File: src/rtl/adc_pkg.sv
// adc_pkg
//   Shared types and constants for the ADC AXI-Stream output stage.
//   AXIS_WIDTH : width of the formatted stream word
//   ADC_WIDTH  : raw sample width delivered by the deserializer
//   pkt_state_t: capture FSM states
//   axis_word_t: one buffered beat (tlast tag + tdata)
package adc_pkg;

    localparam int AXIS_WIDTH = 16;
    localparam int ADC_WIDTH  = 14;

    typedef enum logic [1:0] {
        IDLE  = 2'd0,
        RUN   = 2'd1,
        DRAIN = 2'd2
    } pkt_state_t;

    typedef struct packed {
        logic                  last;
        logic [AXIS_WIDTH-1:0] data;
    } axis_word_t;

endpackage

File: src/rtl/adc_sfifo.sv
// adc_sfifo
//   Synchronous first-word-fall-through FIFO. The head entry is visible on
//   rd_data the cycle after it is written, without a read request.
//   Ports:
//     clk, srst       : clock, synchronous active-high reset (empties FIFO)
//     wr_en, wr_data  : write request and data
//     rd_en           : pop the head entry (ignored while empty)
//     rd_data         : current head entry (valid while !empty)
//     full, empty     : status from the extra-MSB pointer comparison
module adc_sfifo #(
    parameter int WIDTH = 17,
    parameter int DEPTH = 16
) (
    input  logic             clk,
    input  logic             srst,
    input  logic             wr_en,
    input  logic [WIDTH-1:0] wr_data,
    input  logic             rd_en,
    output logic [WIDTH-1:0] rd_data,
    output logic             full,
    output logic             empty
);

    localparam int AW = $clog2(DEPTH);

    logic [WIDTH-1:0] mem [DEPTH];
    logic [AW:0]      wr_ptr_reg;
    logic [AW:0]      rd_ptr_reg;
    logic             do_rd;
    logic             do_wr;

    // Pointers carry one extra bit so full and empty are distinguishable
    // when the address bits match.
    assign empty = (wr_ptr_reg == rd_ptr_reg);
    assign full  = (wr_ptr_reg[AW] != rd_ptr_reg[AW]) &&
                   (wr_ptr_reg[AW-1:0] == rd_ptr_reg[AW-1:0]);

    // A pop frees a slot in the same cycle, so a full FIFO can take a write
    // alongside a read. An empty FIFO never pops, so a write there is alone.
    assign do_rd = rd_en && !empty;
    assign do_wr = wr_en && (!full || do_rd);

    always_ff @(posedge clk) begin
        if (do_wr) begin
            mem[wr_ptr_reg[AW-1:0]] <= wr_data;
        end
    end

    always_ff @(posedge clk) begin
        if (srst) begin
            wr_ptr_reg <= '0;
            rd_ptr_reg <= '0;
        end else begin
            if (do_wr) begin
                wr_ptr_reg <= wr_ptr_reg + 1'b1;
            end
            if (do_rd) begin
                rd_ptr_reg <= rd_ptr_reg + 1'b1;
            end
        end
    end

    // Fall-through read of the head entry from the register array.
    assign rd_data = mem[rd_ptr_reg[AW-1:0]];

endmodule

File: src/rtl/adc_axis_packetizer.sv
// adc_axis_packetizer
//   Per-channel ADC output stage: formats each 14-bit sample to 16 bits,
//   buffers it and emits fixed-length AXI-Stream packets with tlast.
//   Ports:
//     m_axis_aclk, m_axis_areset : clock, synchronous active-high reset
//     enable, cnt_clear          : capture enable, counter/sticky clear pulse
//     adc_valid/data/or          : incoming sample strobe, sample, overrange
//     m_axis_t*                  : AXI-Stream master
//     adc_ready                  : high while capturing (RUN)
//     drop_sticky, drop_cnt      : overflow indication and saturating count
//     or_cnt                     : saturating count of accepted OR samples
module adc_axis_packetizer
    import adc_pkg::*;
#(
    parameter int DATA_WIDTH = ADC_WIDTH,
    parameter int FIFO_DEPTH = 16,
    parameter int PKT_LEN    = 256,
    parameter bit TWOS_COMP  = 1'b1,
    parameter int CNT_WIDTH  = 16
) (
    input  logic                  m_axis_aclk,
    input  logic                  m_axis_areset,
    input  logic                  enable,
    input  logic                  cnt_clear,
    input  logic                  adc_valid,
    input  logic [DATA_WIDTH-1:0] adc_data,
    input  logic                  adc_or,
    output logic                  m_axis_tvalid,
    input  logic                  m_axis_tready,
    output logic [AXIS_WIDTH-1:0] m_axis_tdata,
    output logic                  m_axis_tlast,
    output logic                  adc_ready,
    output logic                  drop_sticky,
    output logic [CNT_WIDTH-1:0]  drop_cnt,
    output logic [CNT_WIDTH-1:0]  or_cnt
);

    localparam int IW = $clog2(PKT_LEN);

    pkt_state_t           state_reg;
    logic [IW-1:0]        idx_reg;
    logic [IW-1:0]        idx_next;
    logic [CNT_WIDTH-1:0] drop_cnt_reg;
    logic [CNT_WIDTH-1:0] or_cnt_reg;
    logic                 drop_sticky_reg;

    logic [DATA_WIDTH-1:0] sample_fmt;
    axis_word_t            wr_word;
    axis_word_t            rd_word;
    logic                  fifo_full;
    logic                  fifo_empty;
    logic                  capture;
    logic                  pop;
    logic                  last_tag;
    logic                  sample_wr;
    logic                  sample_drop;

    // Offset binary to two's complement is a flip of the sample MSB.
    generate
        if (TWOS_COMP) begin : g_twos
            assign sample_fmt = {~adc_data[DATA_WIDTH-1], adc_data[DATA_WIDTH-2:0]};
        end else begin : g_pass
            assign sample_fmt = adc_data;
        end
    endgenerate

    assign last_tag     = (idx_reg == IW'(PKT_LEN - 1));
    assign wr_word.last = last_tag;
    assign wr_word.data = {adc_or, {(AXIS_WIDTH - 1 - DATA_WIDTH){sample_fmt[DATA_WIDTH-1]}}, sample_fmt};

    assign capture     = (state_reg != IDLE);
    assign pop         = !fifo_empty && m_axis_tready;
    assign sample_wr   = capture && adc_valid && (!fifo_full || pop);
    assign sample_drop = capture && adc_valid && fifo_full && !pop;

    always_comb begin
        idx_next = idx_reg;
        if (sample_wr) begin
            idx_next = last_tag ? '0 : idx_reg + 1'b1;
        end
    end

    adc_sfifo #(
        .WIDTH ($bits(axis_word_t)),
        .DEPTH (FIFO_DEPTH)
    ) u_fifo (
        .clk     (m_axis_aclk),
        .srst    (m_axis_areset),
        .wr_en   (sample_wr),
        .wr_data (wr_word),
        .rd_en   (m_axis_tready),
        .rd_data (rd_word),
        .full    (fifo_full),
        .empty   (fifo_empty)
    );

    always_ff @(posedge m_axis_aclk) begin
        if (m_axis_areset) begin
            state_reg       <= IDLE;
            idx_reg         <= '0;
            drop_cnt_reg    <= '0;
            or_cnt_reg      <= '0;
            drop_sticky_reg <= 1'b0;
        end else begin
            idx_reg <= idx_next;

            // Stop decisions look at the index after this cycle's write so a
            // sample accepted on the cycle enable falls still completes its packet.
            case (state_reg)
                IDLE: begin
                    if (enable) begin
                        state_reg <= RUN;
                    end
                end
                RUN: begin
                    if (!enable) begin
                        state_reg <= (idx_next == '0) ? IDLE : DRAIN;
                    end
                end
                DRAIN: begin
                    if (sample_wr && last_tag) begin
                        state_reg <= IDLE;
                    end
                end
                default: state_reg <= IDLE;
            endcase

            // Clear takes priority over a same-cycle increment.
            if (cnt_clear) begin
                drop_cnt_reg    <= '0;
                or_cnt_reg      <= '0;
                drop_sticky_reg <= 1'b0;
            end else begin
                if (sample_drop) begin
                    drop_sticky_reg <= 1'b1;
                    if (drop_cnt_reg != '1) begin
                        drop_cnt_reg <= drop_cnt_reg + 1'b1;
                    end
                end
                if (sample_wr && adc_or && (or_cnt_reg != '1)) begin
                    or_cnt_reg <= or_cnt_reg + 1'b1;
                end
            end
        end
    end

    assign m_axis_tvalid = !fifo_empty;
    assign m_axis_tdata  = fifo_empty ? '0 : rd_word.data;
    assign m_axis_tlast  = !fifo_empty && rd_word.last;
    assign adc_ready     = (state_reg == RUN);
    assign drop_sticky   = drop_sticky_reg;
    assign drop_cnt      = drop_cnt_reg;
    assign or_cnt        = or_cnt_reg;

endmodule
File: config.mk
export PLATFORM = sky130hd
export DESIGN_NAME = adc_axis_packetizer
export DESIGN_NICKNAME = d
export VERILOG_FILES = /design/src/rtl/adc_pkg.sv /design/src/rtl/adc_sfifo.sv /design/src/rtl/adc_axis_packetizer.sv
export SDC_FILE = /design/constraint.sdc
export NUM_CORES = 1
export LEC_CHECK = 0
export ABC_CLOCK_PERIOD_IN_PS = 5100
export BUFFER_PORTS_ARGS = -buffer_cell sky130_fd_sc_hd__buf_2
export CORE_MARGIN = 2
export CORE_UTILIZATION = 40
export CTS_CLUSTER_SIZE = 8
export DETAILED_ROUTE_END_ITERATION = 7
export GPL_ROUTABILITY_DRIVEN = 0
export HOLD_SLACK_MARGIN = 0.05
export MAX_ROUTING_LAYER = met4
export SYNTH_ARGS = -nofsm -noshare
export SYNTH_HDL_FRONTEND = slang
export SYNTH_SLANG_ARGS = --single-unit
export TNS_END_PERCENT = 5
File: constraint.sdc
create_clock -name m_axis_aclk -period 5.1 [get_ports m_axis_aclk]
set_input_delay 1.02 -clock m_axis_aclk [delete_from_list [all_inputs] [get_ports m_axis_aclk]]
set_output_delay 1.02 -clock m_axis_aclk [all_outputs]
set_load 0.1 [all_outputs]
==> impl_metrics.csv <==
group,metric,value,unit
timing,fin_crit_sh,80.7,%
global_routing,antenna_found_initial,0,
power_and_ir_drop,power.switching,1.35,mW
logic_synthesis,syn_area,12600,µm²
timing,clock.fmax,0.243,GHz
logic_synthesis,yosys_register_bits,313,
power_and_ir_drop,clkPwrFrac,44.5,%
layout,synthToLayoutAreaGrowth,17.2,%
route,drtPass1Iterations,5,
worst_setup_path,crit_arrival,3100,ps
cts,cts.hold.buffers_added,0,
route,drt_iter0_drc,464,
logic_synthesis,synth_cell_types,52,
layout,n_antenna_cell,0,
logic_synthesis,async_reset_ff_share,0,%
power_and_ir_drop,combPwrFrac,7.9,%
layout,fin_area,14800,µm²
floorplan,row_count,64,
placed_design,dp.cells,1176,
worst_setup_path,crit_path_start_kind,"flip-flop",
logic_synthesis,synth-warning-count,0,
timing,hold_violations,0,
floorplan,core,30800,µm²
logic_synthesis,synth_top_cell_by_area,"edfxtp_1",
layout,postLayoutCoreUtil,47.9,%
timing,skew,11.5,ps
placed_design,io_buffers,72,
cts,clock-sinks,313,
route,ant_nets,0,
power_and_ir_drop,intPower,4.54,mW
flow_run,cap_violations,0,
route,drt_wl_total,26.5,mm
global_routing,first_global_vias,6881,
timing,tightest_slew,1190,ps
logic_synthesis,avgSynthCellArea,17.4,µm²
worst_hold_path,worstHoldPathType,"reg2reg",
power_and_ir_drop,p_leak,4.82,nW
layout,final_common_cell,"edfxtp_1",
floorplan,die_x,181,µm
timing,rsz0062_at_grt,"false",
floorplan,start_util,40.9,%
logic_synthesis,synthXorXnorAreaFrac,2.64,%
logic_synthesis,synthCells,722,
route,vias,6780,
floorplan,die-area,32900,µm²
cts,clk_path_buf_depth,3,
cts,cts_buffers,45,
global_routing,grt_max_degree,65,
worst_setup_path,path_cells,"buf_12 -> mux4_2 -> mux4_2 -> and2_1 -> buf_2",
worst_setup_path,path_class,"reg2out",
timing,relSlewSlack,20.4,%
power_and_ir_drop,switching_share,22.9,%
logic_synthesis,synth_edf_count,256,
global_routing,grt_pass1_wl,40.9,mm
power_and_ir_drop,p_per_area,399,nW/µm²
placed_design,dp_hpwl,15.3,mm
timing,post-route-min-period,4120,ps
logic_synthesis,synth_area_leaders,"edfxtp_1, mux4_2, dfxtp_1",
cts,cts-root-buf,"clkbuf_16",
worst_setup_path,path_max_fanout,45,
outcome,status,"finished clean",
timing,slew_violations,0,
logic_synthesis,yosys.area_share.adder,0.795,%
cts,cts-resized-gates,0,
logic_synthesis,ys_seq_area_share,70.1,%
layout,fin_nets,856,
timing,setup_viol_count_final,0,
global_routing,grt_use_total,16.8,%
cts,clk-insertion-delay-late,540,ps
worst_setup_path,crit_slowest_cell,"dfxtp_4",
power_and_ir_drop,power_frac_seq,47.5,%
worst_setup_path,slowest_delay,630,ps
layout,largest_reg_flops,256,
floorplan,fp.dieH,181,µm
worst_setup_path,end_kind,"output pin",
timing,timing.setup.tns,0,ps
cts,cts_max_level,2,
power_and_ir_drop,irDropWorstVdd,0.220,mV
worst_setup_path,path_common_cell,"mux4_2",
floorplan,io_pins,73,
cts,clkTransAtPathRegs,50,ps
placed_design,post_dp_cell_area,13500,µm²
logic_synthesis,synth_top_family_by_area,"multiplexers",
layout,final_cells,1236,
worst_setup_path,required,4080,ps
route,via_per_inst,5.49,
logic_synthesis,synth.mux.area_fraction,14.5,%
route,drc,0,
cts,cts_tree,"yes",
logic_synthesis,synth-main-ff-cell,"edfxtp_1",
cts,post_cts_buffers,0,
layout,layout_common_cells,"edfxtp_1, mux4_2, buf_2, dfxtp_1, nor2_1",
layout,drive_above_1_share,29.3,%
logic_synthesis,synth.top_cell.area_share,61.0,%
route,avgRoutedWirePerCell,21.5,µm
logic_synthesis,synth-simple-area-share,8.09,%
layout,fill_cells,2548,
global_routing,grt.overflow.total,0,
logic_synthesis,synthesis.nets,751,
logic_synthesis,synth-compound-area-share,2.39,%
[final cells by class]
type / instances / area [µm²] / area share [%]
well taps: 396 / 495 / 3.36
repair buffers: 92 / 536 / 3.63
clock buffers: 57 / 1190 / 8.08
inverters: 6 / 22.5 / 0.153
clock inverters: 3 / 45.0 / 0.305
flip-flops and latches: 313 / 8830 / 59.8
multi-input cells: 369 / 3640 / 24.6
[cells in the mapped netlist (3+ instances only)]
master,n
edfxtp_1,256
mux4_2,80
nor2_1,63
dfxtp_1,57
nand2_1,28
xnor2_1,21
clkbuf_1,19
and2_1,18
xor2_1,17
nor3_1,16
nand3_1,15
nand4_1,14
a21oi_1,11
buf_2,9
and3_1,8
ha_1,8
o211ai_1,7
o21ai_0,7
inv_1,6
or3_1,6
or4_1,5
and4_1,4
mux2i_1,3
nand2b_1,3
nand4b_1,3
nor4b_1,3
[layer usage]
layer,GRT usage (%),part of all wire (%)
met3,3.29,5.5
met2,25.6,46
met4,4.91,2.1
met1,23.2,46
met5,-,0
[through the flow]
| step | power [mW] | setup WS (ps) | hold slack [ps] |
|---|---|---|---|
| after global routing | 6.09 | 802 | 517 |
| final | 5.89 | 983 | 477 |
| after floorplan | 3.22 | 888 | 452 |
| after detailed placement | 3.32 | 1460 | 459 |
| after global placement | 3.32 | 1470 | 450 |
| after CTS | 5.97 | 889 | 477 |
[kinds of logic (layout without fill, tap and decap cells)]
| family | count (synthesis) | count (layout) |
|---|---|---|
| multiplexers | 83 | 83 |
| flip-flops | 313 | 313 |
| buffers and inverters | 40 | 158 |
| XOR/XNOR | 38 | 38 |
| adder cells (fa/ha/maj) | 8 | 8 |
| AND/OR/NAND/NOR | 196 | 196 |
| AO/OA/AOI/OAI | 44 | 44 |
[path summary, 6_finish.rpt]
| check | startpoint | to | slack, ps | depth (start not counted) |
|---|---|---|---|---|
| worst max register to register | u_fifo.wr_ptr_reg[3] | u_fifo.mem[10][9] | 2230 | 7 |
| worst min register to register | state_reg[1] | state_reg[0] | 480 | 1 |
| worst min-delay path | state_reg[1] | state_reg[0] | 480 | 1 |
| worst max-delay path | flip-flop | m_axis_tdata[5] | 980 | 5 |
[worst max-delay path, delay by kind of cell (launching register included)]
family	cells	cell delay, ps
multiplexers	2	1020
buffers and inverters	2	700
flip-flops	1	630
AND/OR/NAND/NOR	1	200
[power groups by stage]
stage,sequential [mW],clock (mW),combinational (mW)
global route,2.80,2.80,0.496
floorplan,2.83,0,0.386
finish,2.80,2.62,0.467
CTS,2.80,2.69,0.475
global placement,2.85,0,0.472
detailed placement,2.85,0,0.475
(Power assumes the default switching activity.)
